===== src/rtl/mem_arbiter.sv =====
// mem_arbiter: shares one external RAM port between instruction-cache line
// refills (LINE_WORDS-beat bursts) and single-beat data loads/stores.
// Simultaneous requests are granted alternately. A grant is never preempted.
//
// Ports:
//   clk, nrst                        clock, synchronous active-low reset
//   ic_req/ic_addr                   line refill request (level, held to ic_done)
//   ic_word/ic_word_idx/ic_word_valid  refilled word stream, one pulse per word
//   ic_done                          refill complete pulse (with the last word)
//   dc_req/dc_we/dc_addr/dc_wdata    data access request (level, held to dc_done)
//   dc_rdata/dc_done                 load data (held) and completion pulse
//   mem_req/mem_we/mem_addr/mem_wdata/mem_rdata/mem_ready  RAM beat interface
//   busy                             arbiter not idle
// All outputs are registered.
module mem_arbiter #(
  parameter int ADDR_W     = 32,
  parameter int DATA_W     = 32,
  parameter int LINE_WORDS = 4
) (
  input  logic                          clk,
  input  logic                          nrst,
  input  logic                          ic_req,
  input  logic [ADDR_W-1:0]             ic_addr,
  output logic [DATA_W-1:0]             ic_word,
  output logic [$clog2(LINE_WORDS)-1:0] ic_word_idx,
  output logic                          ic_word_valid,
  output logic                          ic_done,
  input  logic                          dc_req,
  input  logic                          dc_we,
  input  logic [ADDR_W-1:0]             dc_addr,
  input  logic [DATA_W-1:0]             dc_wdata,
  output logic [DATA_W-1:0]             dc_rdata,
  output logic                          dc_done,
  output logic                          mem_req,
  output logic                          mem_we,
  output logic [ADDR_W-1:0]             mem_addr,
  output logic [DATA_W-1:0]             mem_wdata,
  input  logic [DATA_W-1:0]             mem_rdata,
  input  logic                          mem_ready,
  output logic                          busy
);

  localparam int IDX_W = $clog2(LINE_WORDS);
  // byte-offset bits covered by one cache line
  localparam int OFF_W = IDX_W + 2;
  localparam logic [IDX_W-1:0] LAST_BEAT = IDX_W'(LINE_WORDS - 1);

  typedef enum logic [1:0] {
    S_IDLE   = 2'd0,
    S_IBURST = 2'd1,
    S_DATA   = 2'd2,
    S_RESP   = 2'd3
  } state_t;

  state_t            state, state_n;
  logic [IDX_W-1:0]  beat, beat_n;
  logic [IDX_W-1:0]  beat_inc;
  // last_data: 1 when the most recent completed grant went to the data side
  logic              last_data, last_data_n;
  // cur_data: 1 while the current grant belongs to the data side
  logic              cur_data, cur_data_n;

  logic [DATA_W-1:0] ic_word_n;
  logic [IDX_W-1:0]  ic_word_idx_n;
  logic              ic_word_valid_n;
  logic              ic_done_n;
  logic [DATA_W-1:0] dc_rdata_n;
  logic              dc_done_n;
  logic              mem_req_n;
  logic              mem_we_n;
  logic [ADDR_W-1:0] mem_addr_n;
  logic [DATA_W-1:0] mem_wdata_n;
  logic              busy_n;

  logic              grant_d;
  logic              grant_i;
  logic              accept;

  assign beat_inc = beat + 1'b1;
  // a ready pulse only counts while a beat is actually being requested
  assign accept   = mem_ready && mem_req;

  always_ff @(posedge clk) begin
    if (!nrst) begin
      state         <= S_IDLE;
      beat          <= '0;
      last_data     <= 1'b0;
      cur_data      <= 1'b0;
      ic_word       <= '0;
      ic_word_idx   <= '0;
      ic_word_valid <= 1'b0;
      ic_done       <= 1'b0;
      dc_rdata      <= '0;
      dc_done       <= 1'b0;
      mem_req       <= 1'b0;
      mem_we        <= 1'b0;
      mem_addr      <= '0;
      mem_wdata     <= '0;
      busy          <= 1'b0;
    end else begin
      state         <= state_n;
      beat          <= beat_n;
      last_data     <= last_data_n;
      cur_data      <= cur_data_n;
      ic_word       <= ic_word_n;
      ic_word_idx   <= ic_word_idx_n;
      ic_word_valid <= ic_word_valid_n;
      ic_done       <= ic_done_n;
      dc_rdata      <= dc_rdata_n;
      dc_done       <= dc_done_n;
      mem_req       <= mem_req_n;
      mem_we        <= mem_we_n;
      mem_addr      <= mem_addr_n;
      mem_wdata     <= mem_wdata_n;
      busy          <= busy_n;
    end
  end

  always_comb begin
    state_n         = state;
    beat_n          = beat;
    last_data_n     = last_data;
    cur_data_n      = cur_data;
    ic_word_n       = ic_word;
    ic_word_idx_n   = ic_word_idx;
    ic_word_valid_n = 1'b0;
    ic_done_n       = 1'b0;
    dc_rdata_n      = dc_rdata;
    dc_done_n       = 1'b0;
    mem_req_n       = mem_req;
    mem_we_n        = mem_we;
    mem_addr_n      = mem_addr;
    mem_wdata_n     = mem_wdata;

    // Tie goes to whichever side did not win last time.
    grant_d = dc_req && (!ic_req || !last_data);
    grant_i = ic_req && !grant_d;

    case (state)
      S_IDLE: begin
        if (grant_d) begin
          // mem_we/mem_addr/mem_wdata double as the latched request fields
          state_n     = S_DATA;
          cur_data_n  = 1'b1;
          mem_req_n   = 1'b1;
          mem_we_n    = dc_we;
          mem_addr_n  = {dc_addr[ADDR_W-1:2], 2'b00};
          mem_wdata_n = dc_wdata;
        end else if (grant_i) begin
          // line base stays in mem_addr's upper bits for the whole burst
          state_n    = S_IBURST;
          cur_data_n = 1'b0;
          beat_n     = '0;
          mem_req_n  = 1'b1;
          mem_we_n   = 1'b0;
          mem_addr_n = {ic_addr[ADDR_W-1:OFF_W], {OFF_W{1'b0}}};
        end
      end

      S_DATA: begin
        if (accept) begin
          state_n   = S_RESP;
          mem_req_n = 1'b0;
          mem_we_n  = 1'b0;
          dc_done_n = 1'b1;
          if (!mem_we) begin
            dc_rdata_n = mem_rdata;
          end
        end
      end

      S_IBURST: begin
        if (accept) begin
          ic_word_n       = mem_rdata;
          ic_word_idx_n   = beat;
          ic_word_valid_n = 1'b1;
          beat_n          = beat_inc;
          if (beat == LAST_BEAT) begin
            // done is raised together with the final word
            state_n   = S_RESP;
            mem_req_n = 1'b0;
            ic_done_n = 1'b1;
          end else begin
            mem_addr_n = {mem_addr[ADDR_W-1:OFF_W], beat_inc, 2'b00};
          end
        end
      end

      S_RESP: begin
        // done pulse is already on the outputs; one IDLE cycle follows so a
        // requester that drops req after done is never re-sampled
        state_n     = S_IDLE;
        last_data_n = cur_data;
      end

      default: begin
        state_n = S_IDLE;
      end
    endcase

    busy_n = (state_n != S_IDLE);
  end

endmodule

===== config.mk =====
export PLATFORM = sky130hd
export DESIGN_NAME = mem_arbiter
export DESIGN_NICKNAME = d
export VERILOG_FILES = /design/src/rtl/mem_arbiter.sv
export SDC_FILE = /design/constraint.sdc
export NUM_CORES = 1
export LEC_CHECK = 0
export CAP_MARGIN = 20
export CORE_ASPECT_RATIO = 1.25
export CORE_MARGIN = 8
export CORE_UTILIZATION = 37
export CTS_BUF_LIST = sky130_fd_sc_hd__clkbuf_4 sky130_fd_sc_hd__clkbuf_8
export DETAILED_ROUTE_END_ITERATION = 8
export PLACE_DENSITY = 0.78
export SYNTH_ARGS = -nofsm -noshare
export SYNTH_HDL_FRONTEND = slang
export SYNTH_SLANG_ARGS = --single-unit

===== constraint.sdc =====
create_clock -name clk -period 1.43 [get_ports clk]
set_input_delay 0.286 -clock clk [delete_from_list [all_inputs] [get_ports clk]]
set_output_delay 0.286 -clock clk [all_outputs]
set_load 0.05 [all_outputs]

==> results of run 1 <==
[final timing paths]
kind | to | slack [ns] | depth (start not counted)
max | mem_addr[14] | -0.12 | 5
min | mem_wdata[26] | 0.38 | 3
max reg2reg | mem_addr[16] | -0.10 | 6
min reg2reg | cur_data | 0.47 | 2
[through the flow]
| step | power (mW) | hold WS [ns] | setup WS [ns] |
|---|---|---|---|
| 2_1_floorplan | 8.78 | 0.422 | -0.0284 |
| 3_3_place_gp | 12.6 | 0.449 | -0.371 |
| 3_5_place_dp | 12.7 | 0.467 | -0.441 |
| 4_1_cts | 16.7 | 0.347 | -0.0811 |
| 5_1_grt | 18.0 | 0.363 | -0.173 |
| 6_report | 17.2 | 0.380 | -0.124 |
[critical path: stages]
cell and delay, ns:
clkdlybuf4s50_1 0.60, a21boi_4 0.32, buf_4 0.28, mux2i_1 0.31, o21ai_2 0.07
[report_power, final]
group / total, mW / switching, mW / leakage, nW / internal (mW)
Combinational: 8.35 / 4.27 / 2.67 / 4.08
Sequential: 5.21 / 0.660 / 1.14 / 4.55
Clock: 3.69 / 1.58 / 0.231 / 2.10
[cells by family after synthesis]
group | share of synthesized area (%)
muxes | 5.89
buffers and inverters | 4.81
adders and majority gates | 1.42
AOI/OAI and AO/OA | 15.1
and+or+nand+nor | 19.7
DFF | 53.0
other | 0.0710
[registers in the layout, indices dropped and copies added, names as in the netlist, 2 cells and up]
name and flops:
ic_word_idx 2, beat 2, dc_rdata 32, state 2, ic_word 32, mem_addr 30, mem_wdata 32
[layer usage]
metal / up-vias / share of wire, % / global-route usage (%)
met2: 202 / 53 / 34.3
met3: 39 / 7.9 / 6.49
met1: 2604 / 36 / 20.0
met5: - / 0 / 0
li1: 2671 / - / -
met4: 0 / 3.3 / 9.71
[cell type report]
cell class / instances / area [um^2]
Timing Repair Buffer: 306 / 4540
Fill cell: 936 / 3650
Sequential cell: 140 / 2810
Multi-Input combinational cell: 451 / 2470
Clock buffer: 18 / 241
Tap cell: 178 / 223
Clock inverter: 14 / 216
Inverter: 4 / 16.3
[timing repair]
item	4_1_cts	5_1_grt
hold buffers	0	0
buffers inserted	5	1
gates cloned	0	6
setup endpoints to repair	103	135
gates resized for setup	24	48
hold endpoints to repair	0	0
pin swaps	3	4
[layout by cell type, fill, tap and decap left out, drive strengths merged, types with 2 or more instances in the layout]
cell type / n
a21boi: 4
a21oi: 103
a31oi: 2
and2: 2
buf: 174
bufinv: 5
clkbuf: 23
clkdlybuf4s50: 126
clkinv: 7
conb: 2
dfxtp: 140
ha: 6
inv: 5
mux2i: 30
nand2: 234
nand2b: 2
nand3: 4
nand4b: 3
nor2: 9
nor3b: 2
o21ai: 33
or3: 2
==> flow_summary.ini, run 1 <==
[outcome]
status = finished with violations
violations = setup timing

[floorplanning]
die_w_um = 123
io_pins = 270
start_util_pct = 37.3
core_um2 = 14200
rows = 49
die_area_um2 = 18400
die_h_um = 150

[sta]
layout_min_cycle_time_ns = 1.55
rsz0062_at_grt = yes
hold_viol = 0
layout_setup_ws_ns = -0.124
finalSetupViolCount = 57
slew_viol_final = 0
fmax_mhz = 644
setup-tns-final_ns = -2.74
skew_ns = 0.0119
fin_crit_sh_pct = 109

[cts]
worstSkewPairLatency_ns = 0.44
cts-htree-levels = 4
cts_tree = done
clock-root-buffer = clkbuf_8
cts.clk_slew.worst_paths_ns = 0.09
cts-buffers-inserted = 17
clock-sinks = 140
cts_buffer_depth = 2

[setup_path]
crit_arrival_ns = 1.88
cp_max_fo = 11
startpoint = ic_req
endpoint_kind = register
critPathKind = primary input to register
cp-start-kind = primary input
required_ns = 1.76
r2r-start = state[1]

[power_and_ir_drop]
power.leakage_nw = 4.04
irDropWorstVdd_mv = 1.08
p_per_area_nw_per_um2 = 1640

[cells_and_area]
layout.cells.non_filler = 1111
antenna_cells = 0
syn2layout_area_growth_pct = 99.0
drive_gt1_share_pct = 29.2
nets = 1060
design_area_um2 = 10500
fin_util_pct = 74.2

[grt]
grt_max_degree = 42
grt_pass1_vias = 5496
antenna_found_initial = 0
overflow = 0
grtUsageTotal_pct = 19.4
grt_pass1_wl_um = 28100

[route]
wl_per_cell_um = 17.5
viasPerCell = 4.96
antenna_left = 0
dr.pass1.iters = 4
wl_um = 19400
vias = 5516
drt_iter0_markers = 376
drc_errors = 0

[yosys]
yosysWarnings = 0
avgSynthCellArea_um2 = 8.26
yosysTopAreaCell = dfxtp_1
synth_cells = 640
synth_ff_type = dfxtp_1
synth-edff-count = 0
ys_types = 39
async_flop_share_pct = 0
netlist.area_leader.share_pct = 53.0
yosys-top-cells-count = nand2_1, dfxtp_1, a21oi_1, mux2i_1, o21ai_1
syn-cell-area_um2 = 5290
ys_top_cells_by_area = dfxtp_1, nand2_1, a21oi_1, mux2i_1, o21ai_1
ys_seq_area_share_pct = 53.0
synth-seq-cells = 140
synth.most_common_cell = nand2_1

[placed_design]
dp.cells = 1068
dp_hpwl_um = 14000
placement.io_buffers = 261
gp_congestion = 0.796
dpl_cell_area_um2 = 9650

[run]
drv_cap = 0

[min_path]
hp-class = primary input to register
hold_start = dc_wdata[26]
No activity file was read; power rests on OpenSTA's default activity.
==> run 2, diff against run 1 <==
- GPL_TIMING_DRIVEN: not set -> 0
==> flow_summary.ini, run 2 (synthesis results as in run 1) <==
[outcome]
status = finished with violations
violations = setup timing

[cells_and_area]
design_area_um2 = 8740
fillers = 1271
syn2layout_area_growth_pct = 65.5
drive_gt1_share_pct = 32.8
layout.cells.most_common_list = nand2_1, dfxtp_1, buf_2
antenna_cells = 0
reg.largest.list = dc_rdata: 32 flops, ic_word: 32 flops, mem_wdata: 32 flops
final_common_cell = nand2_1
nets = 1087

[cts]
cts-htree-levels = 4
cts-buffers-inserted = 17
ctsHoldBuffers = 0
cts_buffer_depth = 2
worstSkewPairLatency_ns = 0.44
cts.clk_slew.worst_paths_ns = 0.07
clock-sinks = 140
clock-root-buffer = clkbuf_8
cts_tree = done

[setup_path]
cp_max_fo = 10
reg2regPathDepth = 6
r2r-start = state[0]
crit_arrival_ns = 1.91
r2r-end = mem_addr[8]
r2r_setup_slack_ns = -0.11
cp-start-kind = register
endpoint_kind = register
required_ns = 1.80
critPathKind = register to register

[route]
wl_um = 19000
vias = 5497
dr.pass1.iters = 4
drc_errors = 0
highest_layer = met5
wl_per_cell_um = 16.7
wl_met3_um = 1750
route.met2.wl_um = 9750
drt-met1-wl_um = 6930
drt_iter0_markers = 240
viasPerCell = 4.83
antenna_left = 0

[placed_design]
dp_hpwl_um = 13900
gp_congestion = 0.774
placement.io_buffers = 260
pre_cts_ws_ns = -0.672
dpl_cell_area_um2 = 8140

[min_path]
hold_start = nrst
min_path_cells = 3
hp-class = primary input to register
whs_endpoint = dc_done

[sta]
slew_viol_final = 0
worstMarginPinSlew_ns = 0.623
layout_setup_ws_ns = -0.108
slew_headroom_pct = 58.4
fmax_mhz = 650
rsz0062_at_grt = yes
finalSetupViolCount = 54
layout_min_cycle_time_ns = 1.54
hold_viol = 0
skew_ns = 0.00679
fin_crit_sh_pct = 108

[power_and_ir_drop]
total_power_mw = 15.3
p_per_area_nw_per_um2 = 1750
irDropWorstVdd_mv = 1.08
power.leakage_nw = 3.78

[grt]
grtUsageTotal_pct = 19.4
antenna_found_initial = 1
grt_pass1_vias = 5500
grt_max_degree = 17
grt_pass1_wl_um = 27800
overflow = 0

[floorplanning]
die_h_um = 150
io_pins = 270
rows = 49
die_area_um2 = 18400
start_util_pct = 37.3
core_um2 = 14200
die_w_um = 123

[run]
drv_cap = 0
[run 2: cell count changes in the layout (fill, tap and decap cells not counted), sizes merged]
cell / delta
buf: +19
dlymetal6s2s: -1
inv: -1
clkdlybuf4s50: -2
dlygate4sd2: +2
clkinv: -5
clkbuf: +17
bufinv: -2
[run 2: critical path: stages, from the launching register on]
cell,delay (ns)
dfxtp_4,0.37
buf_12,0.13
ha_4,0.17
or3_4,0.39
buf_8,0.15
buf_12,0.14
o21ai_2,0.12
[run 2: worst max path at each step]
stage	startpoint	to	slack, ns
after floorplan	state[1]	mem_wdata[28]	-0.03
after global placement	dc_req	mem_wdata[19]	-0.62
after detailed placement	dc_req	mem_wdata[17]	-0.67
after CTS	state[0]	mem_addr[7]	-0.07
after global routing	state[0]	mem_addr[8]	-0.16
final	state[0]	mem_addr[8]	-0.11
[run 2: where the power goes]
part / internal (mW) / leakage [nW] / switching, mW
registers: 4.55 / 1.14 / 0.344
logic: 2.62 / 2.41 / 4.35
clock network: 2.01 / 0.224 / 1.44
total: 9.18 / 3.78 / 6.12
[run 2: routing by layer]
metal  up-vias  track usage, %
li1       2723               -
met1      2539            20.0
met2       195            34.4
met3        38            6.87
met4         2            8.55
met5         -               0
[run 2: area by class of cell]
type	count	area [um^2]	share of cell area, %
flip-flops and latches	140	2810	32.2
multi-input cells	451	2620	29.9
repair buffers	290	2260	25.8
plain buffers	43	378	4.32
clock buffers	26	327	3.73
well taps	178	223	2.55
clock inverters	6	108	1.23
inverters	4	22.5	0.258
[run 2: stage by stage]
step / utilization, % / hold slack, ns / TNS (ns) / std cells
final: 61.7 / 0.141 / -3.08 / 1138
after global routing: 61.7 / 0.116 / -6.62 / 1138
after CTS: 59.2 / 0.107 / -1.41 / 1131
after detailed placement: 57.5 / 0.442 / -69.55 / 1079
after global placement: 57.5 / 0.435 / -65.24 / 1079
after floorplan: - / 0.422 / -1.03 / 641
[run 2: repair_timing]
action,CTS,global route
gates resized for setup,769,94
setup endpoints to repair,268,127
cloned,5,3
endpoints found under the hold margin,0,0
setup buffers,15,7
pin swaps,23,25
==> run 3, diff against run 2 <==
- CORE_UTILIZATION: 37 -> 59
- DONT_BUFFER_PORTS: not set -> 1
==> flow_summary.ini, run 3 (synthesis results as in run 1) <==
[outcome]
status = finished with violations
violations = setup timing

[sta]
skew_ns = 0.0208
slew_viol_final = 0
setup-tns-final_ns = -2.65
finalSetupViolCount = 78
hold_viol = 0
layout_setup_ws_ns = -0.111
rsz0062_at_grt = yes
worstMarginPinSlew_ns = 0.679
slew_headroom_pct = 54.7
fin_crit_sh_pct = 108
layout_min_cycle_time_ns = 1.54
fin_hold_ws_ns = 0.0152
fmax_mhz = 649

[cells_and_area]
final_common_cell = nand2_1
nets = 890
layout.cells.most_common_list = nand2_1, dfxtp_1, a21oi_1, dlygate4sd3_1, a21oi_2
syn2layout_area_growth_pct = 38.5
drive_gt1_share_pct = 27.8
reg.largest.list = dc_rdata: 32 flops, ic_word: 32 flops, mem_wdata: 32 flops
design_area_um2 = 7320
fin_util_pct = 84.1

[placed_design]
dp_hpwl_um = 11700
placement.io_buffers = 0
gp_congestion = 0.798
dpl_cell_area_um2 = 5470

[floorplanning]
die_area_um2 = 12300
die_w_um = 101
start_util_pct = 60.7
core_um2 = 8700
die_h_um = 122
io_pins = 270
rows = 38

[route]
wl_um = 19700
drt_iter0_markers = 340
dr.pass1.iters = 5
viasPerCell = 5.94
antenna_left = 0
drc_errors = 0
wl_per_cell_um = 22.3
vias = 5237

[cts]
worstSkewPairLatency_ns = 0.46
cts-buffers-inserted = 17
clock-sinks = 140
cts-htree-levels = 4
clock-root-buffer = clkbuf_8
cts_tree = done
cts_buffer_depth = 2
cts.clk_slew.worst_paths_ns = 0.08

[grt]
antenna_found_initial = 0
grt_max_degree = 17
grt_pass1_vias = 4936
grtUsageTotal_pct = 26.2
grt_pass1_wl_um = 25200
overflow = 0

[power_and_ir_drop]
total_power_mw = 13.7
power.leakage_nw = 2.83
irDropWorstVdd_mv = 1.43
p_per_area_nw_per_um2 = 1860

[setup_path]
cp_slowest_cell = dfxtp_4
cp_top_family = buffers and inverters
r2r-start = state[0]
startpoint = state[0]
required_ns = 1.79
critPathKind = register to register
endpoint_kind = register
cp-start-kind = register
cp_cell_sequence = inv_6 > ha_4 > nor3b_4 > buf_6 > buf_6 > nand2_1 > a21oi_1
critPathBufInv = 3
crit_arrival_ns = 1.90
cp_max_fo = 8
crit_path_frequent_cell = buf_6
cpPeakStageDelay_ns = 0.37

[run]
drv_cap = 0

[min_path]
hp-class = primary input to register
hold_start = ic_addr[10]
## run 3: changes by cell type in the layout (fill, tap and decap cells not counted), moves of 8 or more
cell | before | now
dfxtp_1 | 135 | 104
o21ai_2 | 21 | 10
a21oi_1 | 80 | 67
a21oi_2 | 21 | 35
nand2_4 | 8 | 19
nand2_1 | 219 | 211
dlygate4sd3_1 | 0 | 67
buf_2 | 132 | 3
dfxtp_2 | 3 | 32
clkdlybuf4s50_1 | 124 | 0
## run 3: worst paths after layout
| path | end | slack (ns) | cells past startpoint |
|---|---|---|---|
| max | dc_rdata[14] | -0.11 | 7 |
| min reg2reg | cur_data | 0.46 | 2 |
| max reg2reg | dc_rdata[14] | -0.11 | 7 |
| min | mem_addr[10] | 0.02 | 2 |
## run 3: repair_timing
action | CTS | global route
hold endpoints to repair | 96 | 3
gates cloned | 4 | 2
setup buffers | 9 | 8
endpoints found under the setup margin | 135 | 153
gates resized for setup | 68 | 148
hold buffers | 64 | 3
pin swaps | 3 | 37
## run 3: worst register-to-register path: cells and delay by family (launching register included)
family                     cells  cell delay [ns]
and+or+nand+nor                2             0.27
AOI/OAI and AO/OA              1             0.20
buffers and inverters          3             0.42
DFF                            1             0.37
adders and majority gates      1             0.19
## run 3: routing by layer
| metal | part of all wire (%) | global-route usage [%] |
|---|---|---|
| met1 | 33 | 25.1 |
| met2 | 51 | 46.1 |
| met4 | 4.2 | 12.4 |
| met5 | 0 | 0 |
| met3 | 12 | 13.0 |
## run 3: stage by stage
step                worst slack, ns  cells
global route                 -0.152    880
floorplan                   -0.0284    641
CTS                         -0.0556    867
detailed placement           -0.372    761
global placement             -0.284    761
finish                       -0.111    881
## run 3: area by class of cell
class / instances / area (um^2)
inverter: 4 / 22.5
multi-input combinational: 451 / 2660
clock buffer: 20 / 256
clock inverter: 9 / 76.3
tap: 120 / 150
sequential: 140 / 2860
buffer: 46 / 405
fill: 450 / 1380
timing repair buffer: 90 / 887
antenna: 1 / 2.50
## run 3: power breakdown
| part | switching [mW] | internal [mW] |
|---|---|---|
| Sequential | 2.61 | 4.59 |
| Clock | 1.45 | 1.38 |
| Combinational | 1.90 | 1.73 |
| Total | 5.96 | 7.69 |
